--- config.mk ---
export PLATFORM = sky130hd
export DESIGN_NAME = button_conditioner
export DESIGN_NICKNAME = d
export VERILOG_FILES = /design/src/rtl/button_pkg.sv /design/src/rtl/button_channel.sv /design/src/rtl/button_conditioner.sv
export SDC_FILE = /design/constraint.sdc
export NUM_CORES = 1
export LEC_CHECK = 0
export ABC_AREA = 1
export BUFFER_PORTS_ARGS = -buffer_cell sky130_fd_sc_hd__buf_4
export CAP_MARGIN = 10
export CORE_ASPECT_RATIO = 1.25
export CORE_UTILIZATION = 28
export CTS_BUF_LIST = sky130_fd_sc_hd__clkbuf_8
export CTS_CLUSTER_DIAMETER = 50
export CTS_CLUSTER_SIZE = 25
export DETAILED_ROUTE_END_ITERATION = 10
export GPL_ROUTABILITY_DRIVEN = 0
export GPL_TIMING_DRIVEN = 0
export PLACE_DENSITY = 0.49
export SLEW_MARGIN = 10
export SYNTH_ARGS = -nofsm -noshare
export SYNTH_HDL_FRONTEND = slang
export SYNTH_SLANG_ARGS = --single-unit
--- constraint.sdc ---
create_clock -name i_clk -period 3.6 [get_ports i_clk]
set_input_delay 0.72 -clock i_clk [delete_from_list [all_inputs] [get_ports i_clk]]
set_output_delay 0.72 -clock i_clk [all_outputs]
set_load 0.05 [all_outputs]
--- src/rtl/button_pkg.sv ---
// Shared types and constants for the push-button conditioner.
package button_pkg;

    // Per-channel press/repeat state.
    typedef enum logic [1:0] {
        BTN_IDLE    = 2'd0,
        BTN_PRESSED = 2'd1,
        BTN_REPEAT  = 2'd2
    } btn_state_t;

    // Default timing at a 100 MHz system clock.
    localparam int DB_10MS      = 1_000_000;
    localparam int HOLD_500MS   = 50_000_000;
    localparam int REPEAT_100MS = 10_000_000;

    // Counter width for a terminal count of v-1, never narrower than one bit.
    function automatic int cnt_width(input int v);
        return (v < 2) ? 1 : $clog2(v);
    endfunction

endpackage

--- src/rtl/button_channel.sv ---
// One button: 2-flop synchronizer, stability-counter debounce, and the
// press / hold-to-repeat / release pulse generator.
module button_channel
    import button_pkg::*;
#(
    parameter int DB_CYCLES     = DB_10MS,
    parameter int HOLD_CYCLES   = HOLD_500MS,
    parameter int REPEAT_CYCLES = REPEAT_100MS
)(
    input  logic i_clk,
    input  logic i_rst,
    input  logic i_btn,
    input  logic i_repeat_en,
    output logic o_level,
    output logic o_pulse,
    output logic o_release
);

    localparam int DBW = cnt_width(DB_CYCLES);
    localparam int RPW = cnt_width((HOLD_CYCLES > REPEAT_CYCLES) ? HOLD_CYCLES : REPEAT_CYCLES);

    localparam logic [DBW-1:0] DB_LAST   = DBW'(DB_CYCLES - 1);
    localparam logic [RPW-1:0] HOLD_LAST = RPW'(HOLD_CYCLES - 1);
    localparam logic [RPW-1:0] REP_LAST  = RPW'(REPEAT_CYCLES - 1);

    logic           r_s1;
    logic           r_s2;
    logic           r_level;
    logic [DBW-1:0] r_db_cnt;
    logic [RPW-1:0] r_rp_cnt;
    logic           r_pulse;
    logic           r_release;
    btn_state_t     r_state;

    logic           w_sync;
    logic           w_flip;
    logic           w_rise;
    logic           w_fall;
    btn_state_t     w_state_nxt;
    logic [RPW-1:0] w_rp_cnt_nxt;
    logic           w_pulse_nxt;
    logic           w_release_nxt;

    assign w_sync = r_s2;
    // The level flips on the DB_CYCLES-th consecutive cycle that sync disagrees.
    assign w_flip = (w_sync != r_level) && (r_db_cnt == DB_LAST);
    assign w_rise = w_flip & ~r_level;
    assign w_fall = w_flip &  r_level;

    // Two-flop synchronizer for the asynchronous raw button.
    always_ff @(posedge i_clk) begin
        if (i_rst) begin
            r_s1 <= 1'b0;
            r_s2 <= 1'b0;
        end else begin
            r_s1 <= i_btn;
            r_s2 <= r_s1;
        end
    end

    // Debounce: count cycles of disagreement, restart on any agreement.
    always_ff @(posedge i_clk) begin
        if (i_rst) begin
            r_level  <= 1'b0;
            r_db_cnt <= '0;
        end else if (w_sync == r_level) begin
            r_db_cnt <= '0;
        end else if (w_flip) begin
            r_level  <= ~r_level;
            r_db_cnt <= '0;
        end else begin
            r_db_cnt <= r_db_cnt + 1'b1;
        end
    end

    // Next state and pulses; a falling level overrides any repeat due that cycle.
    always_comb begin
        w_state_nxt   = r_state;
        w_rp_cnt_nxt  = r_rp_cnt;
        w_pulse_nxt   = 1'b0;
        w_release_nxt = 1'b0;
        if (w_fall) begin
            w_release_nxt = 1'b1;
            w_state_nxt   = BTN_IDLE;
            w_rp_cnt_nxt  = '0;
        end else begin
            case (r_state)
                BTN_IDLE: begin
                    if (w_rise) begin
                        w_pulse_nxt  = 1'b1;
                        w_rp_cnt_nxt = '0;
                        w_state_nxt  = BTN_PRESSED;
                    end
                end
                BTN_PRESSED: begin
                    if (!i_repeat_en) begin
                        w_rp_cnt_nxt = '0;
                    end else if (r_rp_cnt == HOLD_LAST) begin
                        w_pulse_nxt  = 1'b1;
                        w_rp_cnt_nxt = '0;
                        w_state_nxt  = BTN_REPEAT;
                    end else begin
                        w_rp_cnt_nxt = r_rp_cnt + 1'b1;
                    end
                end
                BTN_REPEAT: begin
                    if (!i_repeat_en) begin
                        w_rp_cnt_nxt = '0;
                        w_state_nxt  = BTN_PRESSED;
                    end else if (r_rp_cnt == REP_LAST) begin
                        w_pulse_nxt  = 1'b1;
                        w_rp_cnt_nxt = '0;
                    end else begin
                        w_rp_cnt_nxt = r_rp_cnt + 1'b1;
                    end
                end
                default: begin
                    w_state_nxt  = BTN_IDLE;
                    w_rp_cnt_nxt = '0;
                end
            endcase
        end
    end

    // FSM state, repeat counter and registered pulse outputs.
    always_ff @(posedge i_clk) begin
        if (i_rst) begin
            r_state   <= BTN_IDLE;
            r_rp_cnt  <= '0;
            r_pulse   <= 1'b0;
            r_release <= 1'b0;
        end else begin
            r_state   <= w_state_nxt;
            r_rp_cnt  <= w_rp_cnt_nxt;
            r_pulse   <= w_pulse_nxt;
            r_release <= w_release_nxt;
        end
    end

    assign o_level   = r_level;
    assign o_pulse   = r_pulse;
    assign o_release = r_release;

endmodule

--- src/rtl/button_conditioner.sv ---
// N-channel push-button front end: one independent conditioner per button.
module button_conditioner
    import button_pkg::*;
#(
    parameter int N             = 3,
    parameter int DB_CYCLES     = DB_10MS,
    parameter int HOLD_CYCLES   = HOLD_500MS,
    parameter int REPEAT_CYCLES = REPEAT_100MS
)(
    input  logic         i_clk,
    input  logic         i_rst,
    input  logic [N-1:0] i_btn_in,
    input  logic [N-1:0] i_repeat_en,
    output logic [N-1:0] o_btn_level,
    output logic [N-1:0] o_btn_pulse,
    output logic [N-1:0] o_btn_release
);

    for (genvar g = 0; g < N; g++) begin : g_ch
        button_channel #(
            .DB_CYCLES    (DB_CYCLES),
            .HOLD_CYCLES  (HOLD_CYCLES),
            .REPEAT_CYCLES(REPEAT_CYCLES)
        ) u_ch (
            .i_clk      (i_clk),
            .i_rst      (i_rst),
            .i_btn      (i_btn_in[g]),
            .i_repeat_en(i_repeat_en[g]),
            .o_level    (o_btn_level[g]),
            .o_pulse    (o_btn_pulse[g]),
            .o_release  (o_btn_release[g])
        );
    end

endmodule

After elaboration in Yosys (flattened, before gate mapping) --
Cells that the tools add are included. W data, S select, Z words.
Cells by class: divide/modulo/power cells 0, shifts and indexed selects 0, reduce and logical (&&, ||, !) cells 18, multiply operators 0, $lt $le $gt $ge 0, multiplexer cells 54, bitwise operators 12, equality and inequality tests 33, $add $sub $neg 6
Operators with widths (number):
- $mux W26 | 15
- $pmux W26 S3 | 3
- $add A26 B1 Y26 const B | 3
- $eq A26 B24 Y1 const B | 3
- $eq A26 B26 Y1 const B | 3
- $add A20 B1 Y20 const B | 3
- $eq A20 B20 Y1 const B | 3
- $mux W2 | 12
- $mux W1 | 18
- $pmux W2 S3 | 3
- $ne A2 B1 Y1 const B | 6
- $ne A2 B2 Y1 const B | 6
- $reduce_and A4 Y1 | 3
- $pmux W1 S3 | 3
- $reduce_or A3 Y1 | 3
- $and A1 B1 Y1 | 6
- $eq A2 B1 Y1 const B | 3
- $eq A2 B2 Y1 const B | 3
- $logic_not A2 Y1 | 3
- $not A1 Y1 | 6
- $reduce_and A2 Y1 | 3
- $reduce_or A2 Y1 | 3
- $eq A1 B1 Y1 | 3
- $logic_and A1 B1 Y1 | 3
- $ne A1 B1 Y1 | 3
Word-level totals: memories kept 0, output and inout bits 9, bits in read-only memories 0, bits in writable memories 0, latch bits 0, input port bits 8, register bits after elaboration 159, word-level logic and storage cells 147

Logic depth before layout (Yosys ltp) --
Gate-level depths: netlist (run 1).
word-level depth 5, depth in mapped cells 13, mapped depth without buffers 12

Modules after synthesis --
A second synthesis (run 1) with hierarchy kept.
Second synthesis, totals: cell total of the unflattened synthesis 1462, area total of the unflattened synthesis 9459.1 um^2
Modules (own cells, without submodules):
- button_channel (g_ch[1].u_ch) | instances 1, area an instance 3220.6 um^2, seq. area each 1061.0 um^2, cells an instance 498
- button_channel (g_ch[0].u_ch) | instances 1, area an instance 3205.6 um^2, seq. area each 1061.0 um^2, cells an instance 499
- button_channel (g_ch[2].u_ch) | instances 1, area an instance 3032.9 um^2, seq. area each 1061.0 um^2, cells an instance 465

Least setup slack after synthesis (run 1) --
Ideal clock, no wire load.
path type in2reg, start in i_rst, end reg g_ch[2].u_ch.r_rp_cnt[14], setup slack 1.738 ns, required time 3.485 ns, arrival 1.747 ns, cell stages on the path 7, buffers on the path 2, library setup time 0.115 ns, path through clkbuf_1 inv_1 nand2_1 inv_2 nand2_8 buf_12 nor2_2
On the way: word-level cells in the longest chain between the ends 1
RTL lines:
- from (decl) | RTL line button_conditioner.sv:11 | input logic i_rst,
- $reduce_or A2 Y1 (no source line)
- to (signal assigned) | RTL line button_channel.sv:134 | r_rp_cnt <= w_rp_cnt_nxt;
- to (decl) | RTL line button_channel.sv:30 | logic [RPW-1:0] r_rp_cnt;
No other way between the ends. A chain may end at the register's enable or synchronous reset.

Worst setup path after layout (run 1) --
start in i_rst, end reg g_ch[2].u_ch.r_rp_cnt[5]
The elaborated chain is that of the path after synthesis.

==> flow_summary.json, run 1 <==
{
  "ant_nets": 0,
  "synth_nets": 1340,
  "num_antenna_cells": 0,
  "ys_seq_area_share_pct": 36.0,
  "grt-ovfl-total": 0,
  "clk_pin_slew_ns": 0.10,
  "post-place-ws_ns": 0.841,
  "num_vias": 7891,
  "power.density_nw_per_um2": 331,
  "crit_path_end_kind": "flop",
  "syn_to_final_growth_pct": 11.7,
  "wl_per_cell_um": 11.6,
  "worstPathCellList": "clkbuf_1 -> inv_1 -> nand2_1 -> inv_2 -> nand2_8 -> buf_12 -> nor2_2",
  "synth-adder-area-share_pct": 2.55,
  "hold_path_depth": 2,
  "setup_ws_ns": 1.40,
  "cts_hold_buf": 0,
  "grt_pass1_wl_um": 35000,
  "setup_tns_ns": 0,
  "critPathLaunchType": "input port",
  "wl_met1_um": 9700,
  "critPathArrivalTime_ns": 2.56,
  "drc": 0,
  "antenna_found_initial": 0,
  "p_leak_nw": 3.82,
  "post_drt_via_cell_ratio": 4.47,
  "cts-htree-levels": 4,
  "tritoncts": "built",
  "synth_compound_area_share_pct": 4.90,
  "fp-row-count": 72,
  "port_buffers": 15,
  "synth_top_family_by_area": "simple AND/OR/NAND/NOR gates",
  "ys.flop_type": "dfxtp_1",
  "yosysUniqueCellTypes": 44,
  "fin_nets": 1374,
  "postSynthAreaPerCell_sq_um": 6.72,
  "clkPwrFrac_pct": 43.9,
  "fin_skew_ns": 0.0187,
  "crit_required_ns": 3.96,
  "power.share.sequential_pct": 54.0,
  "hp-class": "flop to flop",
  "fp.dieW_um": 161,
  "rsz0062_at_grt": "false",
  "start_util_pct": 28.5,
  "internal-power_mw": 2.48,
  "coreArea_sq_um": 31000,
  "mostFrequentLayoutCells": "288 x nand2_1, 227 x nor2_1, 164 x inv_1",
  "syn-cell-area_sq_um": 8830,
  "cts_resized": 0,
  "io_pins": 17,
  "min_period_ns": 2.20,
  "total_power_mw": 3.26,
  "dieArea_sq_um": 32300,
  "reg2reg_to": "g_ch[0].u_ch.r_rp_cnt[18]",
  "ir_drop_uv": 188,
  "synth_edf_count": 0,
  "max_slew_margin_pct": 50.6,
  "routed.top_layer": "met4",
  "totalWireLength_um": 20400,
  "synth_xor_area_share_pct": 4.46,
  "synth_seq_cells": 159,
  "power_switching_mw": 0.784,
  "min_to": "g_ch[1].u_ch.r_s2",
  "yosys_warnings": 0,
  "hold_start": "g_ch[1].u_ch.r_s1",
  "max-cap-violations": 0,
  "cp_num_buf_inv": 4,
  "combPwrFrac_pct": 2.1,
  "grtUsageTotal_pct": 13.2,
  "dr_wl_met2_um": 9900,
  "cts_made_buffers": 17,
  "cts.sinks": 159,
  "period_share_pct": 61.0,
  "cts_buffer_depth": 2,
  "first_iter_violations": 379,
  "first_pass_iters": 4,
  "r2r-start": "g_ch[0].u_ch.r_db_cnt[0]",
  "fin_cells": 1767,
  "crit_start": "i_rst",
  "fillCellCount": 3435,
  "hpwl_um": 15400,
  "path_max_fanout": 10,
  "synthSimpleGateAreaFrac_pct": 41.1,
  "met3_wirelength_um": 511,
  "clk_latency_ns": 0.47,
  "p_sw_share_pct": 24.0,
  "post_cts_buffers": 0,
  "max_stage_delay_ns": 0.54,
  "ff2ff_setup_slack_ns": 1.53,
  "hold_viol_final": 0,
  "drive_above_1_share_pct": 11.3,
  "worst_pin_slew_ns": 0.742,
  "layout_commonest_cell": "nand2_1",
  "synthCells": 1314,
  "dpl.cell_count": 1736,
  "synthMuxAreaShare_pct": 0.227,
  "synthArstFlopShare_pct": 0,
  "cp_top_family": "buffers and inverters",
  "cp.depth": 7,
  "fmaxAchievable_mhz": 455,
  "root_buffer": "clkbuf_8",
  "outcome": "finished clean",
  "path_class": "input port to flop",
  "chipHeight_um": 201,
  "cp_slowest_cell": "clkbuf_1",
  "setup_viol": 0,
  "grt_max_degree": 17,
  "rr_worst_depth": 11,
  "grt_pass1_vias": 7427,
  "maxSlewViolCount": 0
}
-- worst reg2reg max path: cells and delay by family (launching register included) --
family	cells	cell delay [ns]
compound gates	1	0.34
buf+inv	2	0.27
simple gates	7	0.83
flops	1	0.37
fa+ha+maj	1	0.18
-- power by group through the flow --
stage / logic (mW) / clock network [mW] / registers, mW
finish: 0.0681 / 1.43 / 1.76
global route: 0.0769 / 1.58 / 1.76
CTS: 0.0703 / 1.50 / 1.76
detailed placement: 0.0700 / 0 / 1.80
global placement: 0.0699 / 0 / 1.80
floorplan: 0.0470 / 0 / 1.80
-- flip-flops by register name, summed over array words and instances (netlist names) --
register	flops
g_ch.u_ch.r_state	6
g_ch.u_ch.o_level	3
g_ch.u_ch.o_pulse	3
g_ch.u_ch.r_db_cnt	60
g_ch.u_ch.o_release	3
g_ch.u_ch.r_rp_cnt	78
g_ch.u_ch.r_s2	3
g_ch.u_ch.r_s1	3
-- cells by family after synthesis --
group           after synthesis
simple gates                799
buf+inv                     212
flops                       159
compound gates               79
xor+xnor                     45
fa+ha+maj                    18
mux                           2
-- final cells by class --
cell class	count	area [sq um]	area share [%]
Multi-Input combinational cell	943	4700	47.7
Sequential cell	159	3180	32.3
Inverter	178	668	6.77
Tap cell	407	509	5.16
Buffer	34	277	2.80
Clock buffer	17	234	2.37
Clock inverter	14	180	1.83
Timing Repair Buffer	15	113	1.14
-- per-layer routing --
metal  GRT usage, %  up-vias
li1               -     4234
met5              0        -
met2           23.3      101
met3           2.36       27
met1           16.2     3529
met4           4.08        0
-- how the worst max path moves through the flow --
stage | to | slack [ns]
6_report | g_ch[2].u_ch.r_rp_cnt[5] | 1.40
5_1_grt | g_ch[0].u_ch.r_rp_cnt[18] | 1.25
4_1_cts | g_ch[2].u_ch.r_rp_cnt[5] | 1.36
3_5_place_dp | g_ch[2].u_ch.r_rp_cnt[5] | 0.84
3_3_place_gp | g_ch[2].u_ch.r_rp_cnt[14] | 0.86
2_1_floorplan | g_ch[2].u_ch.r_rp_cnt[14] | 1.74
-- synthesized netlist by cell type (3+ instances only) --
master	n	share of area, %
a21oi_1	54	3.1
a31oi_1	5	0.35
buf_2	6	0.34
buf_4	18	1.5
buf_6	4	0.51
clkbuf_1	3	0.13
dfxtp_1	159	36
ha_1	18	2.6
inv_1	164	7.0
inv_2	14	0.60
nand2_1	288	12
nand2_2	11	0.78
nand2_4	6	0.77
nand3_1	112	6.3
nand3_2	4	0.45
nand3b_1	4	0.34
nand4_1	43	3.0
nor2_1	227	9.6
nor2_2	23	1.6
nor2_4	3	0.38
nor3_1	45	2.6
nor3b_1	7	0.60
nor4_1	10	0.71
o21a_1	3	0.26
o21ai_0	7	0.40
o21bai_1	3	0.26
or2_2	7	0.50
xnor2_1	9	0.89
xor2_1	36	3.6
-- metrics by stage --
| step | instance area (sq um) | util [%] | hold WS [ns] |
|---|---|---|---|
| 5_1_grt | 9870 | 31.8 | 0.430 |
| 6_report | 9870 | 31.8 | 0.409 |
| 3_3_place_gp | 9450 | 30.5 | 0.393 |
| 2_1_floorplan | 8830 | - | 0.388 |
| 3_5_place_dp | 9450 | 30.5 | 0.397 |
| 4_1_cts | 9870 | 31.8 | 0.411 |
Note: power is estimated with default switching activity, not from simulation.
==> run 2: changes to the inputs <==
--- a/config.mk
+++ b/config.mk
@@ -16,7 +16,7 @@
 export DETAILED_ROUTE_END_ITERATION = 10
 export GPL_ROUTABILITY_DRIVEN = 0
 export GPL_TIMING_DRIVEN = 0
-export PLACE_DENSITY = 0.49
+export PLACE_DENSITY = 0.5
 export SLEW_MARGIN = 10
 export SYNTH_ARGS = -nofsm -noshare
 export SYNTH_HDL_FRONTEND = slang
==> constraint.sdc (replaced) <==
create_clock -name i_clk -period 1.9 [get_ports i_clk]
set_input_delay 0.38 -clock i_clk [delete_from_list [all_inputs] [get_ports i_clk]]
set_output_delay 0.38 -clock i_clk [all_outputs]
set_load 0.05 [all_outputs]
==> flow_summary.json, run 2 (synthesis gave the netlist of run 1 again) <==
{
  "met3_wirelength_um": 628,
  "crit_path_end_kind": "flop",
  "ant_nets": 0,
  "clkPwrFrac_pct": 45.4,
  "cts-htree-levels": 4,
  "min_period_ns": 1.91,
  "grt_pass1_wl_um": 36900,
  "max_slew_margin_pct": 53.6,
  "wl_per_cell_um": 12.3,
  "period_share_pct": 101,
  "grt_pass1_vias": 7849,
  "power.share.sequential_pct": 51.3,
  "start_util_pct": 28.5,
  "internal-power_mw": 5.03,
  "hpwl_um": 15500,
  "fp-row-count": 72,
  "power.density_nw_per_um2": 574,
  "drive_above_1_share_pct": 23.5,
  "top_register": "g_ch.u_ch.r_rp_cnt",
  "drc": 0,
  "worstPathCellList": "ha_4 -> nand2_4 -> nor2_4 -> inv_2 -> nor3_4 -> buf_6 -> nand2_8 -> o21ai_4 -> clkinv_4 -> nand2_8 -> clkbuf_16 -> nor2_4",
  "mostFrequentLayoutCells": "258 x nand2_1, 206 x nor2_1, 161 x inv_1",
  "ir_drop_uv": 334,
  "dieArea_sq_um": 32300,
  "worst_pin_slew_ns": 0.696,
  "fmaxAchievable_mhz": 523,
  "largest_reg_flops": 78,
  "grt_max_degree": 17,
  "max_stage_delay_ns": 0.36,
  "wl_met1_um": 10000,
  "p_sw_share_pct": 22.7,
  "power_switching_mw": 1.48,
  "routed.top_layer": "met4",
  "antenna_found_initial": 0,
  "seqCellArea_sq_um": 3220,
  "path_class": "flop to flop",
  "coreArea_sq_um": 31000,
  "fp.dieW_um": 161,
  "totalWireLength_um": 22600,
  "root_buffer": "clkbuf_8",
  "crit_required_ns": 2.26,
  "setup_ws_ns": -0.0122,
  "setup_viol": 5,
  "layout_commonest_cell": "nand2_1",
  "hp-class": "input port to flop",
  "grtUsageTotal_pct": 13.9,
  "io_pins": 17,
  "cp_slowest_cell": "dfxtp_2",
  "tritoncts": "built",
  "critPathArrivalTime_ns": 2.27,
  "maxSlewViolCount": 0,
  "post_drt_via_cell_ratio": 4.53,
  "cts.sinks": 159,
  "fillCellCount": 3320,
  "path_max_fanout": 6,
  "num_vias": 8313,
  "outcome": "finished, violations left",
  "cts_made_buffers": 17,
  "syn_to_final_growth_pct": 28.4,
  "fin_util_pct": 36.6,
  "dr_wl_met2_um": 11600,
  "port_buffers": 15,
  "p_leak_nw": 4.44,
  "max-cap-violations": 0,
  "chipHeight_um": 201,
  "critPathLaunchType": "flop",
  "reg_top3": "g_ch.u_ch.r_rp_cnt x78, g_ch.u_ch.r_db_cnt x60, g_ch.u_ch.r_state x6",
  "total_power_mw": 6.51,
  "grt-ovfl-total": 0,
  "fin_nets": 1440,
  "fin_skew_ns": 0.0159,
  "rsz0062_at_grt": "true",
  "clk_pin_slew_ns": 0.09,
  "first_iter_violations": 337,
  "cts_buffer_depth": 2,
  "multi_input_comb_area_sq_um": 5280,
  "clk_latency_ns": 0.47,
  "violations": "negative setup slack",
  "first_pass_iters": 7,
  "combPwrFrac_pct": 3.3,
  "cts_hold_buf": 0,
  "num_antenna_cells": 0,
  "hold_viol_final": 0
}
run 2: cell types whose count changed in the layout (fill, tap and decap cells not counted), moves of 21 or more:
cell and delta:
nand2_1 -30, dfxtp_1 -24, buf_4 +36, nand3_1 -21, dfxtp_2 +22, nor2_1 -21
run 2: repair_timing:
item / 4_1_cts / 5_1_grt
setup buffers: 32 / 29
endpoints found under the setup margin: 107 / 113
pin swaps: 19 / 60
gates cloned: 4 / 8
resized for setup: 49 / 165
run 2: final timing paths:
kind	from	end	slack, ns	depth (start not counted)
max	g_ch[1].u_ch.r_db_cnt[1]	g_ch[1].u_ch.r_rp_cnt[3]	-0.01	12
min	i_btn_in[0]	g_ch[0].u_ch.r_s1	0.12	3
max reg2reg	g_ch[1].u_ch.r_db_cnt[1]	g_ch[1].u_ch.r_rp_cnt[3]	-0.01	12
min reg2reg	g_ch[1].u_ch.r_s1	g_ch[1].u_ch.r_s2	0.41	2
run 2: worst max-delay path: cells and delay by family, from the launching register on:
family | cells | cell delay (ns)
compound gates | 1 | 0.19
simple gates | 6 | 0.56
fa+ha+maj | 1 | 0.15
buf+inv | 4 | 0.54
flops | 1 | 0.36
run 2: layout make-up:
type	count	share of cell area, %
multi-input combinational	944	46.6
sequential	159	28.4
timing repair buffer	84	7.75
inverter	178	5.98
tap	407	4.49
buffer	30	2.77
clock buffer	18	2.18
clock inverter	14	1.90
run 2: stage by stage:
stage	cells	hold slack [ns]	setup TNS [ns]	area [sq um]	worst slack, ns
after CTS	1804	0.0831	-0.00227	10500	-0.00124
after global routing	1834	0.0838	-2.43	11300	-0.109
after floorplan	1314	0.388	0	8830	0.203
after detailed placement	1736	0.401	-42.49	9450	-0.527
after global placement	1736	0.401	-45.84	9450	-0.557
final	1834	0.116	-0.0409	11300	-0.0122
run 2: power groups by stage:
stage / Sequential [mW] / Clock (mW) / Combinational, mW
2_1_floorplan: 3.42 / 0 / 0.0890
3_3_place_gp: 3.42 / 0 / 0.135
3_5_place_dp: 3.42 / 0 / 0.134
4_1_cts: 3.34 / 3.06 / 0.163
5_1_grt: 3.34 / 3.22 / 0.232
6_report: 3.34 / 2.96 / 0.215
run 2: per-layer routing:
layer / track usage [%] / up-vias
met5: 0 / -
met4: 4.08 / 0
met3: 2.75 / 26
met2: 25.4 / 95
met1: 16.2 / 3814
li1: - / 4378
==> run 3: changes to the inputs <==
--- a/config.mk
+++ b/config.mk
@@ -17,6 +17,7 @@
 export GPL_ROUTABILITY_DRIVEN = 0
 export GPL_TIMING_DRIVEN = 0
 export PLACE_DENSITY = 0.5
+export SKIP_CTS_REPAIR_TIMING = 1
 export SLEW_MARGIN = 10
 export SYNTH_ARGS = -nofsm -noshare
 export SYNTH_HDL_FRONTEND = slang
==> flow_summary.json, run 3 (synthesis gave the netlist of run 1 again) <==
{
  "layout_commonest_cell": "nand2_1",
  "combPwrFrac_pct": 3.3,
  "met2_usage_pct": 24.0,
  "outcome": "finished, violations left",
  "cts-htree-levels": 4,
  "io_pins": 17,
  "grt_pass1_wl_um": 35500,
  "path_max_fanout": 5,
  "hold_viol_final": 0,
  "power_switching_mw": 1.47,
  "dpl_cell_area_sq_um": 9450,
  "largest_reg_flops": 78,
  "wl_per_cell_um": 12.5,
  "start_util_pct": 28.5,
  "hpwl_um": 15500,
  "antenna_found_initial": 0,
  "fin_cells": 1815,
  "p_leak_nw": 4.39,
  "ant_nets": 0,
  "ir_drop_uv": 336,
  "cts_made_buffers": 17,
  "crit_path_end_kind": "flop",
  "root_buffer": "clkbuf_8",
  "hp-class": "input port to flop",
  "num_antenna_cells": 0,
  "drive_above_1_share_pct": 22.7,
  "first_iter_violations": 409,
  "setup_ws_ns": -0.0858,
  "clk_latency_ns": 0.46,
  "critPathLaunchType": "flop",
  "fin_skew_ns": 0.0155,
  "port_buffers": 15,
  "crit_required_ns": 2.27,
  "worstPathCellList": "ha_4 -> nand2_4 -> nor2_4 -> inv_2 -> nor3_4 -> buf_4 -> nand3_4 -> nand2_4 -> clkbuf_16 -> nand2_1 -> xor2_1 -> nor2_2",
  "setup_viol": 27,
  "syn_to_final_growth_pct": 27.2,
  "first_pass_iters": 5,
  "design_area_sq_um": 11200,
  "max_slew_margin_pct": 52.2,
  "clkPwrFrac_pct": 45.4,
  "critPathArrivalTime_ns": 2.35,
  "p_sw_share_pct": 22.6,
  "clk_pin_slew_ns": 0.09,
  "violations": "negative setup slack",
  "fp-row-count": 72,
  "cp_slowest_cell": "dfxtp_2",
  "max-cap-violations": 0,
  "grtUsageTotal_pct": 13.4,
  "dieArea_sq_um": 32300,
  "grt-ovfl-total": 0,
  "min_period_ns": 1.99,
  "power.density_nw_per_um2": 579,
  "tritoncts": "built",
  "rsz0062_at_grt": "true",
  "maxSlewViolCount": 0,
  "grt_pass1_vias": 7608,
  "post-place-ws_ns": -0.527,
  "cts_buffer_depth": 2,
  "totalWireLength_um": 22700,
  "worst_pin_slew_ns": 0.717,
  "reg_top3": "g_ch.u_ch.r_rp_cnt x78, g_ch.u_ch.r_db_cnt x60, g_ch.u_ch.r_state x6",
  "top_register": "g_ch.u_ch.r_rp_cnt",
  "post_drt_via_cell_ratio": 4.56,
  "power.share.sequential_pct": 51.3,
  "fp.dieW_um": 161,
  "grt_max_degree": 17,
  "grt_util_met1_pct": 15.7,
  "period_share_pct": 105,
  "num_vias": 8272,
  "mostFrequentLayoutCells": "251 x nand2_1, 205 x nor2_1, 161 x inv_1",
  "fmaxAchievable_mhz": 504,
  "chipHeight_um": 201,
  "crit_top_cell": "nand2_4",
  "dpl.cell_count": 1736,
  "cts.sinks": 159,
  "internal-power_mw": 5.03,
  "coreArea_sq_um": 31000,
  "max_stage_delay_ns": 0.37,
  "top_usage_layer": "met2",
  "drc": 0,
  "grt_util_met3_pct": 2.75,
  "path_class": "flop to flop",
  "fin_nets": 1421
}
-- run 3: cell types whose count changed in the layout (fill, tap and decap cells not counted), moves of 5 or more --
cell	previous run	this run
nand2_1	258	251
nand2_4	11	16
clkbuf_16	6	11
nor2_2	31	37
dfxtp_2	22	16
buf_6	20	11
buf_4	69	52
dfxtp_1	135	141
nor2_4	16	11
nand2_2	31	36
-- run 3: worst paths after layout --
check	cells past startpoint	slack, ns	to	start
worst max-delay path	12	-0.09	g_ch[1].u_ch.r_rp_cnt[2]	g_ch[1].u_ch.r_db_cnt[0]
worst min register to register	2	0.41	g_ch[1].u_ch.r_s2	g_ch[1].u_ch.r_s1
worst max register to register	12	-0.09	g_ch[1].u_ch.r_rp_cnt[2]	g_ch[1].u_ch.r_db_cnt[0]
worst min-delay path	3	0.12	g_ch[2].u_ch.r_s1	i_btn_in[2]
-- run 3: power groups by stage --
stage | clock network, mW | logic, mW | registers [mW]
6_report | 2.95 | 0.212 | 3.34
5_1_grt | 3.21 | 0.228 | 3.34
4_1_cts | 3.06 | 0.134 | 3.34
3_5_place_dp | 0 | 0.134 | 3.42
3_3_place_gp | 0 | 0.135 | 3.42
2_1_floorplan | 0 | 0.0890 | 3.42
-- run 3: area by class of cell --
type	count	area [sq um]
well taps	407	509
repair buffers	59	683
clock inverters	14	215
flip-flops and latches	159	3210
multi-input cells	946	5320
inverters	178	689
fillers	3296	19800
clock buffers	18	248
plain buffers	34	359
-- run 3: through the flow --
stage               power [mW]  hold slack [ns]  setup TNS, ns  utilization (%)
finish                    6.50            0.119          -1.26             36.2
global route              6.78           0.0836          -5.82             36.2
CTS                       6.54           0.0831         -10.58             32.0
floorplan                 3.51            0.388              0                -
global placement          3.55            0.401         -45.84             30.5
detailed placement        3.55            0.401         -42.49             30.5
-- run 3: critical path: cells and delay by family, from the launching register on --
kind / cells / cell delay (ns)
xor+xnor: 1 / 0.16
fa+ha+maj: 1 / 0.15
buf+inv: 3 / 0.39
flops: 1 / 0.37
simple gates: 7 / 0.82
-- run 3: metal layers --
layer  vias up  wire [um]
met5         -          0
met4         0        529
met3        34        622
met2       116      11600
met1      3796       9980
li1       4326          -
